==> src/rtl/lsu_bus_master_pkg.sv <==
`default_nettype none
// ============================================================================
//  Module   : lsu_bus_master_pkg
//  Brief    : DM_op encodings, LSU state encodings and access legality helper.
//  Revision : 1.0
// ============================================================================
package lsu_bus_master_pkg;

    localparam logic [2:0] c_dm_w  = 3'd0;
    localparam logic [2:0] c_dm_h  = 3'd1;
    localparam logic [2:0] c_dm_hu = 3'd2;
    localparam logic [2:0] c_dm_b  = 3'd3;
    localparam logic [2:0] c_dm_bu = 3'd4;

    localparam logic [1:0] c_lsu_idle = 2'd0;
    localparam logic [1:0] c_lsu_req  = 2'd1;
    localparam logic [1:0] c_lsu_wait = 2'd2;
    localparam logic [1:0] c_lsu_done = 2'd3;

    // Alignment and op/direction legality; the address range is checked by the caller.
    function automatic logic dm_legal(input logic [2:0] op, input logic wr, input logic [1:0] addr_lo);
        logic ok;
        case (op)
            c_dm_w:  ok = (addr_lo == 2'b00);
            c_dm_h:  ok = ~addr_lo[0];
            c_dm_hu: ok = ~addr_lo[0] & ~wr;
            c_dm_b:  ok = 1'b1;
            c_dm_bu: ok = ~wr;
            default: ok = 1'b0;
        endcase
        return ok;
    endfunction

endpackage
`default_nettype wire

==> src/rtl/lsu_bus_master_lane.sv <==
`default_nettype none
// ============================================================================
//  Module   : lsu_bus_master_lane
//  Brief    : Byte-enable / write-lane replication and read lane extract+extend.
//  Revision : 1.0
// ============================================================================
module lsu_bus_master_lane
    import lsu_bus_master_pkg::*;
(
    input  logic [2:0]  i_op,
    input  logic [1:0]  i_addr_lo,
    input  logic [31:0] i_wdata,
    input  logic [31:0] i_rdata,
    output logic [3:0]  o_be,
    output logic [31:0] o_wdata_rep,
    output logic [31:0] o_rdata_ext
);

    logic [15:0] w_half;
    logic [7:0]  w_byte;

    assign w_half = i_addr_lo[1] ? i_rdata[31:16] : i_rdata[15:0];

    always_comb begin
        case (i_addr_lo)
            2'd0:    w_byte = i_rdata[7:0];
            2'd1:    w_byte = i_rdata[15:8];
            2'd2:    w_byte = i_rdata[23:16];
            default: w_byte = i_rdata[31:24];
        endcase
    end

    always_comb begin
        o_be        = 4'b0000;
        o_wdata_rep = i_wdata;
        o_rdata_ext = i_rdata;
        case (i_op)
            c_dm_w: o_be = 4'b1111;
            c_dm_h, c_dm_hu: begin
                o_be        = i_addr_lo[1] ? 4'b1100 : 4'b0011;
                o_wdata_rep = {2{i_wdata[15:0]}};
                o_rdata_ext = {{16{w_half[15] & (i_op == c_dm_h)}}, w_half};
            end
            c_dm_b, c_dm_bu: begin
                o_be        = 4'b0001 << i_addr_lo;
                o_wdata_rep = {4{i_wdata[7:0]}};
                o_rdata_ext = {{24{w_byte[7] & (i_op == c_dm_b)}}, w_byte};
            end
            default: ;
        endcase
    end

endmodule
`default_nettype wire

==> src/rtl/lsu_bus_master.sv <==
`default_nettype none
// ============================================================================
//  Module   : lsu_bus_master
//  Brief    : M-stage load/store initiator driving a valid/ready data bus.
//  Revision : 1.0
// ============================================================================
module lsu_bus_master
    import lsu_bus_master_pkg::*;
#(
    parameter logic [31:0] ADDR_LIMIT = 32'h0000_4000,
    parameter int          TIMEOUT    = 255
)(
    input  logic        clk,
    input  logic        reset,
    input  logic        req_valid,
    input  logic        req_wr,
    input  logic [2:0]  req_op,
    input  logic [31:0] req_addr,
    input  logic [31:0] req_wdata,
    output logic        stall,
    output logic [31:0] load_data,
    output logic        done,
    output logic        addr_exc,
    output logic        bus_err,
    output logic        bus_valid,
    input  logic        bus_ready,
    output logic        bus_wr,
    output logic [31:0] bus_addr,
    output logic [3:0]  bus_be,
    output logic [31:0] bus_wdata,
    input  logic        bus_rvalid,
    input  logic [31:0] bus_rdata
);

    localparam logic [7:0] c_timeout = 8'(TIMEOUT);

    logic [1:0]  r_state, w_state_nxt;
    logic [7:0]  r_cnt;
    logic [2:0]  r_op;
    logic [1:0]  r_addr_lo;
    logic        w_legal, w_accept, w_busy, w_timeout, w_handshake, w_rsp;
    logic [2:0]  w_lane_op;
    logic [1:0]  w_lane_addr_lo;
    logic [3:0]  w_be;
    logic [31:0] w_wdata_rep, w_rdata_ext;

    assign w_legal     = dm_legal(req_op, req_wr, req_addr[1:0]) && (req_addr < ADDR_LIMIT);
    assign w_accept    = (r_state == c_lsu_idle) && req_valid && w_legal;
    assign w_busy      = (r_state == c_lsu_req) || (r_state == c_lsu_wait);
    assign w_timeout   = w_busy && (r_cnt == c_timeout);
    assign w_handshake = (r_state == c_lsu_req) && !w_timeout && bus_ready;
    assign w_rsp       = (r_state == c_lsu_wait) && !w_timeout && bus_rvalid;

    // Lane unit sees the incoming request in IDLE and the latched access afterwards.
    assign w_lane_op      = (r_state == c_lsu_idle) ? req_op        : r_op;
    assign w_lane_addr_lo = (r_state == c_lsu_idle) ? req_addr[1:0] : r_addr_lo;

    lsu_bus_master_lane u_lane (
        .i_op        (w_lane_op),
        .i_addr_lo   (w_lane_addr_lo),
        .i_wdata     (req_wdata),
        .i_rdata     (bus_rdata),
        .o_be        (w_be),
        .o_wdata_rep (w_wdata_rep),
        .o_rdata_ext (w_rdata_ext)
    );

    always_ff @(posedge clk or negedge reset) begin
        if (!reset) r_state <= c_lsu_idle;
        else        r_state <= w_state_nxt;
    end

    always_comb begin
        w_state_nxt = r_state;
        case (r_state)
            c_lsu_idle: if (w_accept) w_state_nxt = c_lsu_req;
            c_lsu_req: begin
                if (w_timeout)        w_state_nxt = c_lsu_done;
                else if (w_handshake) w_state_nxt = bus_wr ? c_lsu_done : c_lsu_wait;
            end
            c_lsu_wait: if (w_timeout || w_rsp) w_state_nxt = c_lsu_done;
            default:    w_state_nxt = c_lsu_idle;
        endcase
    end

    // IDLE outputs are gated by reset so a held request cannot leak through during reset.
    always_comb begin
        stall     = 1'b0;
        done      = 1'b0;
        addr_exc  = 1'b0;
        bus_err   = 1'b0;
        bus_valid = 1'b0;
        case (r_state)
            c_lsu_idle: begin
                stall    = reset & req_valid & w_legal;
                addr_exc = reset & req_valid & ~w_legal;
            end
            c_lsu_req: begin
                stall     = 1'b1;
                bus_valid = ~w_timeout;
                bus_err   = w_timeout;
            end
            c_lsu_wait: begin
                stall   = 1'b1;
                bus_err = w_timeout;
            end
            default: done = 1'b1;
        endcase
    end

    always_ff @(posedge clk or negedge reset) begin
        if (!reset) begin
            bus_wr    <= 1'b0;
            bus_addr  <= 32'd0;
            bus_be    <= 4'd0;
            bus_wdata <= 32'd0;
            load_data <= 32'd0;
            r_op      <= 3'd0;
            r_addr_lo <= 2'd0;
            r_cnt     <= 8'd0;
        end else begin
            if (w_accept) begin
                bus_wr    <= req_wr;
                bus_addr  <= {req_addr[31:2], 2'b00};
                bus_be    <= w_be;
                bus_wdata <= w_wdata_rep;
                r_op      <= req_op;
                r_addr_lo <= req_addr[1:0];
                r_cnt     <= 8'd0;
            end else if (w_busy) begin
                r_cnt <= r_cnt + 8'd1;
            end
            if (w_timeout)  load_data <= 32'd0;
            else if (w_rsp) load_data <= w_rdata_ext;
        end
    end

endmodule
`default_nettype wire

==> config.mk <==
export PLATFORM = sky130hd
export DESIGN_NAME = lsu_bus_master
export DESIGN_NICKNAME = d
export VERILOG_FILES = /design/src/rtl/lsu_bus_master_pkg.sv /design/src/rtl/lsu_bus_master_lane.sv /design/src/rtl/lsu_bus_master.sv
export SDC_FILE = /design/constraint.sdc
export NUM_CORES = 1
export LEC_CHECK = 0
export CAP_MARGIN = 20
export CORE_ASPECT_RATIO = 1.1
export CORE_MARGIN = 2
export CORE_UTILIZATION = 48
export CTS_BUF_LIST = sky130_fd_sc_hd__clkbuf_4
export DETAILED_ROUTE_END_ITERATION = 6
export GPL_TIMING_DRIVEN = 0
export PLACE_DENSITY = 0.83
export SLEW_MARGIN = 20
export SYNTH_ARGS = -nofsm -noshare
export SYNTH_HDL_FRONTEND = slang
export SYNTH_HIERARCHICAL = 1
export SYNTH_SLANG_ARGS = --single-unit
==> constraint.sdc <==
create_clock -name clk -period 2.7 [get_ports clk]
set_input_delay 0.405 -clock clk [delete_from_list [all_inputs] [get_ports clk]]
set_output_delay 0.405 -clock clk [all_outputs]
set_load 0.005 [all_outputs]
After elaboration in Yosys (flattened, before gate mapping)

Index checks and enable logic that the tools add are counted.

Output and inout bits: 106
Register bits after elaboration: 114

Bitwise logic cells: 10
Equality and inequality tests: 16
Shift-type cells: 1
$lt $le $gt $ge: 1
Reductions and logical operators: 23
Add/sub/neg operators: 1
Multiplexer cells: 24

Operators by type and width:

| kind                                                                   | number |
|---|---|
| 32-bit one-hot mux with 2 select lines                                 | 2 |
| 32-bit 2-to-1 mux                                                      | 2 |
| 32-bit by 15-bit < comparator with 1-bit output, second input constant | 1 |
| 8-bit one-hot mux with 3 select lines                                  | 1 |
| 16-bit 2-to-1 mux                                                      | 1 |
| 8-bit 2-to-1 mux                                                       | 2 |
| 3-bit by 2-bit == test with 1-bit output, second input constant        | 4 |
| 4-bit one-hot mux with 3 select lines                                  | 1 |
| 2-bit 2-to-1 mux                                                       | 5 |
| 8-bit by 1-bit adder with 8-bit output, second input constant          | 1 |
| 8-bit == test, second input constant                                   | 1 |
| 1-bit logical AND                                                      | 8 |
| 1-bit AND                                                              | 6 |
| 3-bit by 1-bit == test with 1-bit output, second input constant        | 2 |
| 3-bit == test, second input constant                                   | 2 |
| 2-bit zero test                                                        | 3 |
| 3-bit zero test                                                        | 2 |
| 2-bit one-hot mux with 3 select lines                                  | 1 |
| 2-bit OR reduction                                                     | 3 |
| 1-bit 2-to-1 mux                                                       | 5 |
| 1-bit one-hot mux with 5 select lines                                  | 1 |
| 2-bit by 1-bit == test with 1-bit output, second input constant        | 2 |
| 2-bit == test, second input constant                                   | 2 |
| 4-bit 2-to-1 mux                                                       | 1 |
| 12 further kinds                                                       | 17 |

Longest topological paths before layout

Gate-level depths: netlist (run 1).

Depth in word-level cells: 9
Gate-level depth with buffers: 13
Gate-level depth less buffers: 9

Cells and area by module

The synthesis (run 1) kept the hierarchy.

Modules (own cells, without submodules):

| module              | cells each | seq. area each (sq um) | area an instance (sq um) | instances |
|---|---|---|---|---|
| lsu_bus_master      | 489        | 2852.7                 | 4654.5                   | 1 |
| lsu_bus_master_lane | 238        | 0.0                    | 1665.3                   | 1 |

Worst setup path after synthesis (run 1)

No wires, ideal clock.

Path type: register to register
Start point: register r_state[0]
End point: register bus_wdata[21]
Required time: 2.583 ns
Slack: 0.261 ns
Stages on the path, launching flop included: 12
Path buffers: 3
Clock period less this slack: 2.439 ns
Data arrival time: 2.323 ns
Cells stage by stage: dfrtp_1 inv_1 ha_1 clkbuf_1 mux2_2 buf_4 nor2_4 xnor2_4 buf_6 mux2_4 nand2_1 nand2_1

Cells in the longest elaborated chain, start to end: 5
Elaborated cells between the ends (all ways): 11
Classes of those cells: 4 x eq/ne; 2 x mux; 5 x reduce/logical

RTL lines:

| item                                        | line                      | RTL |
|---|---|---|
| start: declaration                          | lsu_bus_master.sv:37      | `logic [1:0] r_state, w_state_nxt;` |
| start signal: assignment                    | lsu_bus_master.sv:69      | `if (!reset) r_state <= c_lsu_idle;` |
| start signal: assignment                    | lsu_bus_master.sv:70      | `else r_state <= w_state_nxt;` |
| 2-bit zero test (*)                         | lsu_bus_master.sv:55      | `assign w_lane_op = (r_state == c_lsu_idle) ? req_op : r_op;` |
| 3-bit 2-to-1 mux (*)                        | lsu_bus_master.sv:55      |  |
| via w_lane_op[0]                            | lsu_bus_master.sv:42      | `logic [2:0] w_lane_op;` |
| 3-bit == test, or another cell as far along | lsu_bus_master_lane.sv:37 | `case (i_op)` |
| 2-bit OR reduction                          | lsu_bus_master_lane.sv:37 |  |
| 32-bit one-hot mux with 2 select lines (*)  | lsu_bus_master_lane.sv:37 |  |
| via w_wdata_rep[21]                         | lsu_bus_master.sv:45      | `logic [31:0] w_wdata_rep, w_rdata_ext;` |
| end signal: assignment                      | lsu_bus_master.sv:126     | `bus_wdata <= w_wdata_rep;` |
| end: declaration                            | lsu_bus_master.sv:30      | `output logic [31:0] bus_wdata,` |

Mark *: on every way through the listed nets, which the timed path passes. The rest lies on a longest branch.
A chain may end at the register's enable or synchronous reset.

Final worst setup path (run 1)

Start point: input req_addr[20]
End point: output addr_exc

Cells in the longest elaborated chain, start to end: 5

RTL lines:

| item                                            | line                 | RTL |
|---|---|---|
| start: declaration                              | lsu_bus_master.sv:18 | `input logic [31:0] req_addr,` |
| 32-bit by 15-bit < comparator with 1-bit output | lsu_bus_master.sv:47 | `assign w_legal = dm_legal(req_op, req_wr, req_addr[1:0]) && (req_addr < ADDR_LIMIT);` |
| 1-bit logical AND                               | lsu_bus_master.sv:47 |  |
| 1-bit NOT                                       | lsu_bus_master.sv:96 | `addr_exc = reset & req_valid & ~w_legal;` |
| 1-bit AND                                       | lsu_bus_master.sv:96 |  |
| 1-bit 2-to-1 mux                                | lsu_bus_master.sv:93 | `case (r_state)` |
| end: declaration                                | lsu_bus_master.sv:23 | `output logic addr_exc,` |

Every way passes these cells.

==> results of run 1 <==
==> what timing repair did <==
item | in CTS | in global routing
hold buffers | 5 | 0
setup buffers | 9 | 2
pin swaps | 8 | 6
endpoints found under the setup margin | 34 | 4
gates resized for setup | 20 | 6
endpoints found under the hold margin | 46 | 0
==> registers in the layout, summed over array words and instances, names as in the netlist <==
register / count
bus_wdata: 32
load_data: 32
bus_addr: 30
r_cnt: 8
bus_be: 4
r_op: 3
r_addr_lo: 2
r_state: 2
bus_wr: 1
==> layout make-up <==
class | count | area share
multi-input cells | 552 | 0.346
flip-flops and latches | 114 | 0.310
repair buffers | 225 | 0.249
plain buffers | 51 | 0.0378
well taps | 157 | 0.0213
clock inverters | 15 | 0.0186
clock buffers | 17 | 0.0139
inverters | 9 | 0.00367
diodes | 1 | 0.000272
==> worst register-to-register path: stages (launching register included) <==
cell and delay (ns):
dfrtp_1 0.41, inv_2 0.09, ha_4 0.20, mux2_2 0.43
inv_2 0.16, clkbuf_1 0.47, a21oi_1 0.15, o31ai_1 0.32
nand2_1 0.11, a21oi_1 0.14
==> stage by stage <==
| step | hold WS, ns | TNS [ns] | utilization | power (mW) |
|---|---|---|---|---|
| 5_1_grt | 0.289 | 0 | 0.723 | 7.23 |
| 3_5_place_dp | 0.365 | -3.25 | 0.677 | 5.31 |
| 2_1_floorplan | 0.109 | 0 | - | 4.17 |
| 4_1_cts | 0.296 | 0 | 0.718 | 6.78 |
| 3_3_place_gp | 0.447 | -373.05 | 0.675 | 5.24 |
| 6_report | 0.306 | 0 | 0.723 | 6.82 |
==> synth_stat cells (3+ instances only) <==
cell type    n
buf_2       14
clkbuf_1    15
inv_1        7
and2_1      19
nand2_2     12
a211oi_1     7
o31ai_1      9
a21oi_1     48
nor2_1      31
mux4_2       8
xor2_1       4
mux2_4       3
mux2_2      20
o22ai_1     20
nand2_1    293
nand4_1      3
dfrtp_1    114
buf_6        9
o21ai_0      5
a22oi_1      7
o21a_1       9
ha_1         5
buf_4       13
o32ai_1      9
nor4_1       4
xnor2_1      4
==> layer usage <==
layer  up-vias  global-route usage  part of all wire
met4         0              0.0732             0.020
met3        40              0.0633             0.074
met5         -                   0                 0
met1      2944               0.382              0.41
met2       308               0.469              0.49
li1       2919                   -                 -
==> worst paths after layout <==
kind	startpoint	end	slack, ns
worst min-delay path	req_op[0]	r_op[0]	0.31
worst max register to register	r_state[0]	load_data[7]	0.15
min in group asynchronous	reset	bus_wdata[18]	0.51
worst max-delay path	req_addr[20]	addr_exc	0.08
worst min register to register	r_addr_lo[1]	r_addr_lo[1]	0.48
max in group asynchronous	reset	r_cnt[2]	1.33
==> cell families after synthesis <==
kind of cell / synth area share
buffers and inverters: 0.0600
DFF: 0.451
muxes: 0.0766
and+or+nand+nor: 0.251
AOI/OAI and AO/OA: 0.134
xor gates and xnor gates: 0.0154
adders and majority gates: 0.0115
other: 0.000593
==> power groups by stage <==
stage	registers (mW)	clock network, mW	logic (mW)
after floorplan	2.19	0	1.99
after global placement	2.19	0	3.05
after detailed placement	2.20	0	3.11
after CTS	2.16	1.37	3.25
after global routing	2.20	1.46	3.57
final	2.16	1.36	3.30
==> qor.yml, run 1 <==
outcome: "finished clean"
synth_top_flop_cell: "dfrtp_1"
slew_headroom: 0.616
drive_gt1_frac: 0.160
hold_viol: 0
p_leak_nw: 4.28
worst-slew-pin-transition_ns: 0.576
cp-start-kind: "input port"
drtPass1Iterations: 5
wl_per_cell_um: 17.6
crit_required_ns: 2.30
synthesis.area_sq_mm: 0.00632
power_frac_clock: 0.199
yosysWarnings: 6
power_density_mw_per_mm2: 741
nFillCells: 953
start_util: 0.496
chipWidth_um: 113
vias: 6211
most-common-layout-cells: "291 x nand2_1, 201 x clkdlybuf4s50_1, 114 x dfrtp_1"
drtAntennaViolNets: 0
grtUsageTotal: 0.285
io_buffers: 208
final_common_cell: "nand2_1"
synth_top_area_cell: "dfrtp_1"
synthTopCellsByArea: "dfrtp_1 45%, nand2_1 17%, a21oi_1 3.8%"
gp_congestion: 0.891
worstPathMaxFanout: 2
place_worst_setup_slack_ns: -0.687
sequentialPowerShare: 0.317
multiInputGateArea_sq_mm: 0.00318
synth_edf_count: 0
core_sq_mm: 0.0128
grt_pass1_wl_um: 31800
drc: 0
ff2ff_path_depth: 9
grt-ovfl-total: 0
cts.path.max_buffers: 2
worstSetupEndpointType: "output port"
slowest_stage: "clkdlybuf4s50_1"
hp-class: "in2reg"
critical_path.top_delay_family: "buffers and inverters"
maxCapViolCount: 0
synth_cell_type_count: 56
placed_cell_area_sq_mm: 0.00863
path_buf_inv: 3
switching_share: 0.388
seq_area_frac_synth: 0.451
clkTransAtPathRegs_ns: 0.12
cp.depth: 7
p_sw_mw: 2.65
routed_wl_um: 20100
post-route-period-util: 0.969
hold_depth: 3
ioPinCount: 211
grt_pass1_vias: 5798
cts_buffers: 17
power.internal_mw: 4.18
worstPathArrival_ns: 2.21
vias_per_cell: 5.44
finalSetupViolations: 0
clock_skew_ns: 0.0171
die_area_sq_mm: 0.0141
maxSlewViolCount: 0
hpwlAfterDp_um: 14500
combPwrFrac: 0.484
worstSkewPairLatency_ns: 0.55
dp.cells: 1094
rsz0062_at_grt: "false"
grt_antenna_before_repair: 1
timing.fmax_mhz: 382
cts_tree: "done"
fin_ws_ns: 0.0836
crit_top_cell: "clkdlybuf4s50_1"
critPathKind: "in2out"
row_count: 43
grt_max_degree: 69
area_growth_pct: 45.8
htreeDepth: 4
cts_root_buf: "clkbuf_4"
die_y_um: 124
synth_top_area_frac: 0.451
layout.cells.non_filler: 1141
fin_nets: 1080
seq_area_sq_mm: 0.00285
finish.instance_area_sq_mm: 0.00921
syn_area_per_cell_sq_um: 8.69
ys_seq_elements: 114
peakVddDrop_mv: 0.523
crit_path_max_incr_delay_ns: 0.45
syn_inst: 727
synthArstFlopShare: 1.00
drtIter0Drc: 785
cts.sinks: 114
cp_cell_sequence: "clkdlybuf4s50_1, nor4_4, nand2_2, buf_4, a211oi_2, nor3b_2, clkdlybuf4s50_1"
period_needed_ns: 2.62
Power figures use the tool's default switching activity.
==> run 2: changes to the inputs <==
--- a/config.mk
+++ b/config.mk
@@ -8,7 +8,7 @@
 export CAP_MARGIN = 20
 export CORE_ASPECT_RATIO = 1.1
 export CORE_MARGIN = 2
-export CORE_UTILIZATION = 48
+export CORE_UTILIZATION = 46
 export CTS_BUF_LIST = sky130_fd_sc_hd__clkbuf_4
 export DETAILED_ROUTE_END_ITERATION = 6
 export GPL_TIMING_DRIVEN = 0
@@ -16,5 +16,4 @@
 export SLEW_MARGIN = 20
 export SYNTH_ARGS = -nofsm -noshare
 export SYNTH_HDL_FRONTEND = slang
-export SYNTH_HIERARCHICAL = 1
 export SYNTH_SLANG_ARGS = --single-unit
==> qor.yml, run 2 <==
slowest_stage: "or4_4"  # was clkdlybuf4s50_1
drtAntennaViolNets: 0  # unchanged
synth_edf_count: 0  # unchanged
timing.fmax_mhz: 389  # was 382 MHz
worstPathArrival_ns: 2.16  # was 2.21 ns
synthXorXnorAreaFrac: 0.0138  # was 0.0154
p_leak_nw: 3.74  # was 4.28 nW
synth_top_family_by_area: "simple AND/OR/NAND/NOR gates"  # unchanged
syn_inst: 611  # was 727
yosysWarnings: 0  # was 6
drc: 0  # unchanged
final_common_cell: "clkdlybuf4s50_1"  # was nand2_1
synth_top_area_frac: 0.500  # was 0.451
fin_nets: 957  # was 1080
grt_max_degree: 70  # was 69
chipWidth_um: 110  # was 113 um
dp.cells: 974  # was 1094
layout.cells.non_filler: 1014  # was 1141
cts_root_buf: "clkbuf_4"  # unchanged
place_worst_setup_slack_ns: -0.608  # was -0.687 ns
synth-adder-area-share: 0.0110  # was 0.0115
clock_skew_ns: 0.0180  # was 0.0171 ns
gp_congestion: 0.930  # was 0.891
area_growth_pct: 47.7  # was 45.8%
hold_viol: 0  # unchanged
slew_headroom: 0.403  # was 0.616
cts_tree: "done"  # unchanged
grt_antenna_before_repair: 1  # unchanged
synth_top_flop_cell: "dfrtp_1"  # unchanged
worstPathMaxFanout: 3  # was 2
rsz0062_at_grt: "false"  # unchanged
clkTransAtPathRegs_ns: 0.11  # was 0.12 ns
start_util: 0.472  # was 0.496
peakVddDrop_mv: 0.483  # was 0.523 mV
crit_path_max_incr_delay_ns: 0.55  # was 0.45 ns
ys_seq_elements: 114  # unchanged
die_area_sq_mm: 0.0133  # was 0.0141 sq mm
vias: 5701  # was 6211
io_buffers: 207  # was 208
top_regs: "bus_wdata x32, load_data x32, bus_addr x30"  # unchanged
nFillCells: 962  # was 953
period_needed_ns: 2.57  # was 2.62 ns
grt-ovfl-total: 0  # unchanged
drive_gt1_frac: 0.106  # was 0.160
crit_required_ns: 2.30  # about the same
fin_ws_ns: 0.130  # was 0.0836 ns
htreeDepth: 4  # unchanged
cp_cell_sequence: "clkdlybuf4s50_1, or4_4, nor3_4, o2111a_1, buf_6, a21oi_1, nor2_1, buf_2"  # was clkdlybuf4s50_1, nor4_4, nand2_2, buf_4, a211oi_2, nor3b_2, clkdlybuf4s50_1
num_antenna_cells: 0  # was 1
synthArstFlopShare: 1.00  # unchanged
worst-slew-pin-transition_ns: 0.871  # was 0.576 ns
row_count: 42  # was 43
maxCapViolCount: 0  # unchanged
seq_area_frac_synth: 0.500  # was 0.451
drtPass1Iterations: 5  # unchanged
worstSetupEndpointType: "output port"  # unchanged
yosys.area_share.simple: 0.208  # was 0.251
synthTopCellsByArea: "dfrtp_1 50%, nand2_1 8.6%, nor2_1 3.9%"  # was dfrtp_1 45%, nand2_1 17%, a21oi_1 3.8%
critical_path.top_delay_family: "simple AND/OR/NAND/NOR gates"  # was buffers and inverters
outcome: "finished clean"  # unchanged
most-common-layout-cells: "201 x clkdlybuf4s50_1, 130 x nand2_1, 114 x dfrtp_1"  # was 291 x nand2_1, 201 x clkdlybuf4s50_1, 114 x dfrtp_1
routed_wl_um: 18900  # was 20100 um
finalSetupViolations: 0  # unchanged
drtIter0Drc: 362  # was 785
path_buf_inv: 3  # unchanged
hp-class: "in2reg"  # unchanged
synth_most_common_cell: "nand2_1"  # unchanged
cts.sinks: 114  # unchanged
worstSkewPairLatency_ns: 0.53  # was 0.55 ns
postLayoutCoreUtil: 0.698  # was 0.723
wl_per_cell_um: 18.6  # was 17.6 um
cts.path.max_buffers: 2  # unchanged
grt_pass1_wl_um: 29600  # was 31800 um
synth_cell_type_count: 60  # was 56
grt_pass1_vias: 5805  # was 5798
cts_buffers: 17  # unchanged
syn_area_per_cell_sq_um: 9.35  # was 8.69 sq um
synthesis.area_sq_mm: 0.00571  # was 0.00632 sq mm
synth_compound_area_frac: 0.186  # was 0.134
vias_per_cell: 5.62  # was 5.44
synthTopCellsByCount: "131 x nand2_1, 114 x dfrtp_1, 59 x nor2_1"  # was 293 x nand2_1, 114 x dfrtp_1, 48 x a21oi_1
cp-start-kind: "input port"  # unchanged
core_sq_mm: 0.0121  # was 0.0128 sq mm
die_y_um: 121  # was 124 um
grtUsageTotal: 0.291  # was 0.285
maxSlewViolCount: 0  # unchanged
post-route-period-util: 0.952  # was 0.969
muxShareOfSynthArea: 0.0399  # was 0.0766
ioPinCount: 211  # unchanged
synth_top_area_cell: "dfrtp_1"  # unchanged
tns_ns: 0  # unchanged
holdWs_ns: 0.190  # was 0.306 ns
critPathKind: "in2out"  # unchanged
hpwlAfterDp_um: 14000  # was 14500 um
power_density_mw_per_mm2: 765  # was 741 mW/mm^2
==> run 2: changes by cell type after synthesis, sizes merged, moves of 9 or more <==
cell	previous run	this run
o22a	0	9
a32oi	0	9
o22ai	20	2
nor2	33	59
mux2i	3	16
a31oi	1	10
o32ai	9	0
nand2	307	131
mux2	23	5
o21ai	5	45
buf	37	23
o221ai	0	9
==> run 2: timing repair <==
action,CTS,global route
endpoints found under the setup margin,4,2
resized for setup,19,6
hold buffers,1,0
endpoints found under the hold margin,47,0
pin swaps,6,4
cloned,1,0
setup buffers,8,0
==> run 2: worst register-to-register path: stages, from the launching register on <==
cell	delay, ns
dfrtp_1	0.41
inv_2	0.09
ha_4	0.16
buf_12	0.15
mux2i_2	0.43
mux2i_1	0.33
a221oi_2	0.10
o211ai_2	0.31
buf_2	0.27
o21ai_1	0.10
==> run 2: cell type report <==
class	count	area [sq um]	share of cell area
flip-flops and latches	114	2850	0.338
inverters	5	18.8	0.00223
plain buffers	36	216	0.0257
multi-input cells	455	2670	0.317
repair buffers	218	2200	0.261
well taps	154	193	0.0229
clock inverters	14	141	0.0168
clock buffers	18	135	0.0160
==> run 2: kinds of logic (layout without fill, tap and decap cells) <==
logic type	after synthesis	in the layout
and+or+nand+nor	261	261
AOI/OAI and AO/OA	157	157
DFF	114	114
buffers and inverters	43	291
muxes	21	21
xor gates and xnor gates	9	9
adders and majority gates	5	5
other	1	2
==> run 2: through the flow <==
step / power [mW] / area, sq um
6_report: 6.45 / 8430
2_1_floorplan: 3.82 / 5710
3_5_place_dp: 5.03 / 8010
5_1_grt: 6.85 / 8430
4_1_cts: 6.42 / 8420
3_3_place_gp: 4.91 / 7980
==> run 2: worst paths after layout <==
path / cells past startpoint / end / slack (ns) / startpoint
setup / recovery: 8 / stall / 0.13 / req_addr[27]
hold / removal: 3 / r_addr_lo[1] / 0.19 / req_addr[1]
setup reg to reg: 9 / load_data[29] / 0.24 / r_state[1]
hold reg to reg: 2 / bus_wdata[0] / 0.48 / bus_wdata[0]
max in group asynchronous: 3 / r_op[2] / 1.68 / reset
min in group asynchronous: 2 / load_data[19] / 0.36 / reset
==> run 2: per-layer routing <==
layer,global-route usage,vias to the layer above,share of wire
met5,0,-,0.00069
met4,0.0992,2,0.028
met3,0.119,49,0.11
met2,0.485,302,0.48
met1,0.336,2736,0.38
li1,-,2612,-
==> run 2: power by group <==
part,switching (mW),internal (mW),leakage (nW)
Sequential,0.219,2.02,1.50
Combinational,1.50,1.46,2.10
Clock,0.705,0.553,0.145
==> run 3: changes to the inputs <==
--- a/config.mk
+++ b/config.mk
@@ -12,6 +12,7 @@
 export CTS_BUF_LIST = sky130_fd_sc_hd__clkbuf_4
 export DETAILED_ROUTE_END_ITERATION = 6
 export GPL_TIMING_DRIVEN = 0
+export HOLD_SLACK_MARGIN = 0.03
 export PLACE_DENSITY = 0.83
 export SLEW_MARGIN = 20
 export SYNTH_ARGS = -nofsm -noshare
==> results of run 3 <==
The final DEF is identical to that of run 2; final timing and power are the same.
